## src/rtl/dff_debounce_edge.sv

```systemverilog
// Debouncer: two-flop synchronizer into a confirm FSM. It produces a registered level,
// one-cycle rise/fall pulses and a wrapping count of accepted transitions.
module dff_debounce_edge #(
    parameter int STABLE_CYCLES = 4,
    parameter int CNT_W         = 16
) (
    input  logic       clk,
    input  logic       rst,
    input  logic       d,
    output logic       q,
    output logic       rise,
    output logic       fall,
    output logic [7:0] edge_count
);

    typedef enum logic [1:0] {
        LOW       = 2'd0,
        CONF_HIGH = 2'd1,
        HIGH      = 2'd2,
        CONF_LOW  = 2'd3
    } state_t;

    localparam logic [CNT_W-1:0] CNT_LAST = CNT_W'(STABLE_CYCLES - 1);

    logic             s1, s2;
    state_t           state, state_n;
    logic [CNT_W-1:0] cnt, cnt_n;
    logic             rise_n, fall_n;

    always_ff @(posedge clk) begin
        if (rst) begin
            s1         <= 1'b0;
            s2         <= 1'b0;
            state      <= LOW;
            cnt        <= '0;
            q          <= 1'b0;
            rise       <= 1'b0;
            fall       <= 1'b0;
            edge_count <= 8'd0;
        end else begin
            s1    <= d;
            s2    <= s1;
            state <= state_n;
            cnt   <= cnt_n;
            // q follows the next state so it changes on the same edge as the pulse
            q     <= (state_n == HIGH) || (state_n == CONF_LOW);
            rise  <= rise_n;
            fall  <= fall_n;
            if (rise_n || fall_n)
                edge_count <= edge_count + 8'd1;
        end
    end

    always_comb begin
        state_n = state;
        cnt_n   = cnt;
        rise_n  = 1'b0;
        fall_n  = 1'b0;
        unique case (state)
            LOW: begin
                if (s2) begin
                    state_n = CONF_HIGH;
                    cnt_n   = '0;
                end
            end
            CONF_HIGH: begin
                if (!s2) begin
                    state_n = LOW;
                    cnt_n   = '0;
                end else if (cnt == CNT_LAST) begin
                    state_n = HIGH;
                    rise_n  = 1'b1;
                end else begin
                    cnt_n = cnt + CNT_W'(1);
                end
            end
            HIGH: begin
                if (!s2) begin
                    state_n = CONF_LOW;
                    cnt_n   = '0;
                end
            end
            CONF_LOW: begin
                if (s2) begin
                    state_n = HIGH;
                    cnt_n   = '0;
                end else if (cnt == CNT_LAST) begin
                    state_n = LOW;
                    fall_n  = 1'b1;
                end else begin
                    cnt_n = cnt + CNT_W'(1);
                end
            end
            default: begin
                state_n = LOW;
                cnt_n   = '0;
            end
        endcase
    end

endmodule

```

## config.mk

```make
export PLATFORM = sky130hd
export DESIGN_NAME = dff_debounce_edge
export DESIGN_NICKNAME = d
export VERILOG_FILES = /design/src/rtl/dff_debounce_edge.sv
export SDC_FILE = /design/constraint.sdc
export NUM_CORES = 1
export LEC_CHECK = 0
export ABC_CLOCK_PERIOD_IN_PS = 1670
export CORE_ASPECT_RATIO = 1.2
export CORE_MARGIN = 2
export CORE_UTILIZATION = 50
export CTS_CLUSTER_SIZE = 25
export DETAILED_ROUTE_END_ITERATION = 16
export PLACE_DENSITY = 0.74
export SYNTH_ARGS = -nofsm -noshare
export SYNTH_HDL_FRONTEND = slang
export SYNTH_SLANG_ARGS = --single-unit
```

## constraint.sdc

```tcl
create_clock -name clk -period 1.67 [get_ports clk]
set_input_delay 0.501 -clock clk [delete_from_list [all_inputs] [get_ports clk]]
set_output_delay 0.501 -clock clk [all_outputs]
set_load 0.02 [all_outputs]
```

# After elaboration in Yosys (flattened, before gate mapping)
# Index checks and enable logic that the tools add are counted.
# totals
register_bits	31
input_bits	3
output_inout_bits	11
word_cells	40
# classes
add_sub_neg	2
eq_ne	8
n_mux	18
n_reduce_logical	4
# ops
operator	count
$mux 16	5
$pmux 16 s4	1
$add 16x1->16 const B	1
$eq 16x2->1 const B	1
$mux 2	6
$add 8x1->8 const B	1
$eq 2x2->1 const B	4
$pmux 2 s4	1
$mux 1	5
$ne 2x2->1 const B	2
$eq 2x1->1 const B	1
$logic_not 2->1	1
$logic_or 1x1->1	2
$reduce_and 2->1	1

# Longest topological paths before layout
# Gate-level depths: netlist (run 1).
# logic_depth
ltp_word	6
depth_mapped	6
ltp_nobuf	5

# Worst setup path before layout (run 1)
# Ideal clock, no wire load.
# synth_path
kind	register -> register
startpoint	register cnt[0]
endpoint	register edge_count[6]
setup_ns	0.070
t_arrival_ns	1.601
t_required_ns	1.600
setup_slack_ns	-0.002
path_stages_with_launch	6
path_buffers	0
period_less_slack_ns	1.672
path_cell_list	dfxtp_1 -> ha_1 -> nor4b_2 -> nand4_2 -> or4_1 -> a21oi_1
# synth_via
elab_chain_cells	5
word_cells_on_any_way	7
classes_between	eq/ne (1); mux (5); reduce/logical (1)
# synth_lines
element	line	text
start: declaration	27	logic [CNT_W-1:0] cnt, cnt_n;
start signal: assignment	44	cnt <= cnt_n;
$eq 16x2->1 *	70, 87	
$mux 1 *	70, 87	
$mux 1 (on tied branches)	67, 84	
$mux 1	59	unique case (state)
$logic_or 1x1->1 *	49	if (rise_n || fall_n)
end signal: assignment	50	edge_count <= edge_count + 8'd1;
end: declaration	13	output logic [7:0] edge_count
# Mark *: on every way between the ends. The rest lies on a longest branch, timed or not.
# A chain may end at the register's enable or synchronous reset.

# Worst setup path in the final report (run 1)
# layout_path
startpoint	register cnt[1]
endpoint	register edge_count[2]
# The elaborated chain is that of the path after synthesis.

==> impl_results.md, run 1 <==
* Post-synthesis sequential area ratio at a little over two fifths
* CP cell instances: ha_4 -> nor4b_4 -> buf_4 -> nand4_4 -> or4_1 -> a21oi_1
* Vias in the first global route at about 1,300
* Final Skew at roughly 0.017 ns
* I/O pins at 14
* Hold crit path type: reg2reg
* CP max FO at 6
* RSZ-0062 raised after global routing: yes
* Ratio of final minimum period to clock period at 104%
* CTS sink cnt at 31
* DR WL/cell at roughly 15 µm
* Drt total wl at about 3.7 mm
* DRC Markers at 0
* CTS Root Cell: clkbuf_4
* DP HPWL at 2.44 mm
* Unique masters post-synth at 29
* Synth-to-layout area growth at 44.0%
* Row count at 21
* Period minus WS final at around 1.7 ns
* Clk_lat worst skew at around 0.35 ns
* Utilization after layout at about three quarters
* Post-route ant nets at 0
* Num CTS Buffers at 5
* DRT iter0 DRCs at 35
* Port bufs at 13
* GRT Util Overall at approximately a quarter
* LEAKAGE at approximately 0.00073 µW
* Hold Vio Cnt, Final at 0
* CP bufs+invs at 1
* Worst setup SP type: register
* # setup viols final at 2
* Post-CTS Hold Buffers at 0
* Ant diodes at 0
* GR Overflow Total at 0
* CP endpoint kind: register
* Critical Path RT at between 1.5 and 2 ns
* Initial antenna violation count at 0
* CTS H-tree lvls at 2
* Final worst slack at -0.0585 ns
* Clock transition at the registers of the reported paths at roughly 0.11 ns
* Largest net degree at the start of global routing at 17
* Final #Nets at around 220
* Crit path largest cell delay at just over 0.5 ns
* Slowest CP cell: or4_1
* Fillcell total at roughly 220
* Initial core utilization at between 50% and 60%
* First-pass GRT wire length at approximately 5.8 mm
* Peak supply drop at between 0.4 and 0.5 mV
* Max Cap Viol at 0
* Slew headroom at 76.3%
* First-pass iteration count of the detailed router at 4
* Failing checks: negative setup slack
* Warnings, synthesis at 0
* Worst Tran Pin Value at between 0.3 and 0.4 ns
* CP delay by family, top: simple AND/OR/NAND/NOR gates
* Final Cell Area at between 2000 and 2500 µm²
* Overall power at approximately 1200 µW
* Routability Congestion at ~0.86
* Status: finished with violations
* R2R Setup Slk at -0.06 ns
* Data arrival time of the critical path at 2.02 ns
* Max-slew violations at 0
* CP Class: reg2reg
* Vias per Instance at ~5.8
* Layout cell share with drive strength beyond 1 at about 32%
* Cell Area, Placed at approximately 1800 µm²
* Avg Cell Area, Syn at just under 9 µm²
* Die height at 62.2 µm
* Die ar. at 3270 µm²
* Post-Syn Instances at roughly 160
* CTS tree: done
* Syn nets at between 150 and 200
* Post-synthesis instance area at around 1400 µm²
* Power per cell area at 598 nW/µm²
* Area of the multi-input gates at 925 µm²
* Fmax at roughly 580 MHz
* Vias at roughly 1,400
* Clk buf depth at 2
* Register Area at between 600 and 700 µm²
* Number of synthesized register bits at 31
* Core area at about 2700 µm²
* Die W at roughly 53 µm
cell families (layout without fill, tap and decap cells):
kind of cell | after synthesis | in the layout | share of synthesized area (%)
xor gates and xnor gates | 13 | 13 | 8.06
buffers and inverters | 12 | 59 | 3.28
AOI/OAI and AO/OA | 26 | 26 | 10.8
adders and majority gates | 2 | 2 | 1.77
muxes | 1 | 1 | 0.709
and+or+nand+nor | 78 | 79 | 31.4
DFF | 31 | 31 | 43.9
cell type report:
type                    count  area share, %
clock buffers               5           1.85
flip-flops and latches     31           30.7
repair buffers             46           18.3
clock inverters             3          0.738
multi-input cells         121           45.4
well taps                  34           2.09
inverters                   5          0.923
cells in the final DEF (no fill, tap or decap), types with 2 or more instances in the layout:
master / instances
buf_4: 31
dfxtp_1: 28
nor2_1: 15
nand2_1: 12
nand3_1: 11
dlygate4sd2_1: 11
xnor2_1: 10
a21oi_1: 9
nand4_1: 7
inv_1: 5
or3_1: 5
or4_1: 5
clkbuf_4: 5
nor4_2: 4
xor2_1: 3
a21oi_2: 3
o31ai_2: 3
nor3_1: 3
clkinv_2: 3
dfxtp_2: 3
nor4_4: 2
nand4_4: 2
nor2b_1: 2
o21ai_1: 2
o21ai_0: 2
a31oi_1: 2
o31ai_4: 2
o211ai_1: 2
clkdlybuf4s50_1: 2
buf_6: 2
metal layers:
| layer | up-vias | global-route usage (%) | wire length, µm |
|---|---|---|---|
| met1 | 674 | 25.9 | 1480 |
| li1 | 693 | - | - |
| met2 | 34 | 41.4 | 2000 |
| met5 | - | 0 | 0 |
| met4 | 0 | 12.2 | 90 |
| met3 | 10 | 5.29 | 132 |
Yosys cell counts:
cell	number	area share, %
a21oi_1	12	4.3
a31oi_1	2	0.89
and2_1	1	0.44
and3_1	1	0.44
and4_1	2	1.2
buf_2	1	0.35
clkbuf_1	6	1.6
dfxtp_1	31	44
ha_1	2	1.8
inv_1	5	1.3
mux2i_1	1	0.71
nand2_1	12	3.2
nand3_1	11	3.9
nand4_1	7	3.1
nand4_2	1	0.89
nor2_1	16	4.3
nor2b_1	2	0.89
nor3_1	4	1.4
nor4_1	4	1.8
nor4_2	2	1.8
nor4b_1	2	1.2
nor4b_2	1	1.1
o211ai_1	2	1.1
o21ai_0	4	1.4
o31ai_1	6	3.2
or3_1	6	2.7
or4_1	6	3.2
xnor2_1	10	6.2
xor2_1	3	1.9
flip-flops by register name, summed over array words and instances (netlist names):
name        flops
cnt            16
edge_count      8
fall            1
q               1
rise            1
s1              1
s2              1
state           2
power by group:
part / total [µW] / leakage, µW / switching (µW) / internal, µW
registers: 744 / 0.000252 / 2.15 / 742
clock network: 430 / 0.0000347 / 274 / 156
logic: 41.6 / 0.000441 / 24.4 / 17.2
timing repair:
action | 4_1_cts | 5_1_grt
pin swaps | 9 | 5
hold endpoints to repair | 0 | 0
buffers inserted | 1 | 2
gates cloned | 1 | 0
endpoints found under the setup margin | 22 | 25
gates resized for setup | 26 | 20
through the flow:
stage                     setup WS, ns  TNS [ns]  hold WS, ns  std cells
final                          -0.0585   -0.0746        0.444        245
after global routing            -0.151    -0.483        0.490        245
after CTS                     -0.00130  -0.00130        0.444        243
after detailed placement        -0.171    -0.774        0.420        233
after global placement         -0.0501    -0.224        0.423        233
after floorplan                 0.0270         0        0.414        163
path summary, 6_finish.rpt:
| kind | cells past startpoint | endpoint | from |
|---|---|---|---|
| setup / recovery | 6 | edge_count[2] | cnt[1] |
| hold / removal | 1 | s2 | s1 |
| setup reg to reg | 6 | edge_count[2] | cnt[1] |
| hold reg to reg | 1 | s2 | s1 |
(Power assumes the default switching activity.)
==> inputs of run 2 (changes only) <==
Settings changed: CAP_MARGIN set to 10.
==> results of run 2 <==
No change in the layout: final DEF, timing and power equal those of run 1.
==> edit: new RTL, flow settings as in run 1 <==
The parameter `CNT_W` goes from 16 to 14.
--- a/src/rtl/dff_debounce_edge.sv
+++ b/src/rtl/dff_debounce_edge.sv
@@ -3,5 +3,5 @@
 module dff_debounce_edge #(
     parameter int STABLE_CYCLES = 4,
-    parameter int CNT_W         = 16
+    parameter int CNT_W         = 14
 ) (
     input  logic       clk,
Behaviour: no difference found for any inputs over 10 cycles, from zero or initial values and one cycle with rst high; that may be too few to reach the edited logic, so the function may still have changed.
==> edit against run 1 <==
The flow still finishes with violations (negative setup slack); via count grew 3.5%; non-clock buffer count increased by 8; sequential power fell by 6.5%; clock power is 13% higher; power is 2.4% higher; fmax shrank 4.2%; cell area up 2.8%; wire length increased by 10%; synthesized area shrank 2.2%; clock skew down 12 ps; worst setup slack got worse by 76 ps; sequential cell count decreased by 2; highest routed layer unchanged.
==> edit: results (changes against run 1) <==
----------------------------------------------------
[Run status]
  Result of the run ... finished, violations left
  Violations in the final reports ... negative setup slack

[Layout]
  Nets ... 212 (-1.4%)
  Largest registers ranked by flip-flop count ... cnt (14), edge_count (8), state (2)
  Share of cells above drive strength 1 ... 43.3% (+11 points)
  Post-route non-filler standard cell count ... 241 (-1.6%)

[Place]
  Placement-stage cell area ... 1820 µm² (+1.6%)
  Routability congestion estimate ... 0.864 (+0.52%)
  Post-placement setup slack ... -136 ps (+34.8 ps)
  DP HPWL ... 2560 µm (+4.8%)
  Placed cells ... 226 (-3.0%)

[Power and ir drop]
  Static power due to leakage ... 0.790 nW (+8.6%)
  Maximum vdd ir drop ... 507 µV (+12%)

[Clocking]
  Master cell of the clock root buffer ... sky130_fd_sc_hd__clkbuf_4
  Clock Latency Late Sink ... 330 ps (-20 ps)
  Clock slew at reported path FFs ... 90 ps (-20 ps)

[Detailed routing]
  Via density per instance ... 6.06 (+5.2%)
  Met3 layer wire length in the routed design ... 174 µm (+32%)
  Highest signal layer in the routed design ... met4
  Routed wire length on met2 ... 2170 µm (+8.2%)
  Routed WL per cell ... 17.0 µm (+12%)
  Wire length on met1 ... 1650 µm (+11%)
  Number of DRC violations after detailed-routing iteration 0 ... 40 (+14%)

[Synthesis]
  Net count of the mapped netlist ... 158 (-6.0%)
  Number of distinct standard cells referenced by the synthesized netlist ... 41 (+41%)
  Most frequent cells after synthesis ... sky130_fd_sc_hd__dfxtp_1, sky130_fd_sc_hd__a21oi_1, sky130_fd_sc_hd__nor2_1, sky130_fd_sc_hd__nand2_1
  Most area-consuming cells after synthesis ... sky130_fd_sc_hd__dfxtp_1, sky130_fd_sc_hd__a21oi_1, sky130_fd_sc_hd__or4_1
  Mapped Cells ... 153 (-6.1%)
  Total number of yosys warnings ... 0 (unchanged)
  Sequential-to-total area share from yosys stat ... 42.0% (-1.9 points)

[Setup path]
  Critical-path top delay cell ... sky130_fd_sc_hd__dfxtp_4
  Highest net fanout along the worst path ... 5 (-1)
  Biggest cell delay along the critical path ... 370 ps (-140 ps)

[Global routing]
  Overall fraction of global-route tracks in use ... 25.6% (+1.7 points)
  Pin count of the biggest net entering global routing ... 14 (-3)
  Number of global-route vias before repair ... 1374 (+2.3%)
  Global-route wire length before repair ... 5960 µm (+3.1%)

[STA]
  Worst setup slack after layout ... -135 ps (-76.0 ps)
  Worst Skew ... 5.60 ps (-11.6 ps)
  Relative slew slack ... 75.4% (-0.94 points)
  Final Setup Violations ... 12 (+10)
  Final total negative setup slack ... -810 ps (-735 ps)

[Min path]
  Hold WC Path Type ... reg2reg

----------------------------------------------------
-- edit: what timing repair did --
| action | 4_1_cts | 5_1_grt |
|---|---|---|
| gates cloned | 0 | 1 |
| resized for setup | 24 | 29 |
| setup buffers | 3 | 3 |
| pin swaps | 7 | 14 |
| endpoints found under the setup margin | 23 | 18 |
| hold buffers | 0 | 0 |
-- edit: final cells by class --
type / instances / area (µm²)
fill: 166 / 485
clock buffer: 7 / 65.1
inverter: 4 / 15.0
clock inverter: 1 / 5.00
multi-input combinational: 113 / 925
tap: 33 / 41.3
timing repair buffer: 54 / 447
sequential: 29 / 594
-- edit: final timing paths --
check                               end  slack, ps                 from
max          edge_count[3]$_SDFFE_PP0P_       -130  cnt[0]$_SDFFE_PP0P_
min                       s2$_SDFF_PP0_        490        s1$_SDFF_PP0_
max reg2reg  edge_count[3]$_SDFFE_PP0P_       -130  cnt[0]$_SDFFE_PP0P_
min reg2reg               s2$_SDFF_PP0_        490        s1$_SDFF_PP0_
-- edit: worst max-delay path: cells and delay by family, from the launching register on --
family        cells  cell delay [ps]
simple gates      3              730
fa+ha+maj         1              130
flops             1              370
buf+inv           1              180
mux               1              300
-- edit: cell families after synthesis --
logic type                 count (synthesis)  share of synthesized area (%)
DFF                                       29                           42.0
xor gates and xnor gates                   9                           6.70
and+or+nand+nor                           71                           32.4
muxes                                      1                          0.815
adders and majority gates                  2                           1.81
AOI/OAI and AO/OA                         30                           13.0
buffers and inverters                     11                           3.26
-- edit: per-layer routing --
layer,vias up,GRT usage (%)
met3,16,7.77
met1,711,26.1
li1,685,-
met5,-,0
met2,48,47.6
met4,0,11.7
-- edit: where the power goes --
part	switching, W	leakage (nW)	total [W]	internal (W)
registers	0.00000387	0.238	0.000696	0.000692
logic	0.0000342	0.511	0.0000642	0.0000300
clock network	0.000242	0.0413	0.000485	0.000244
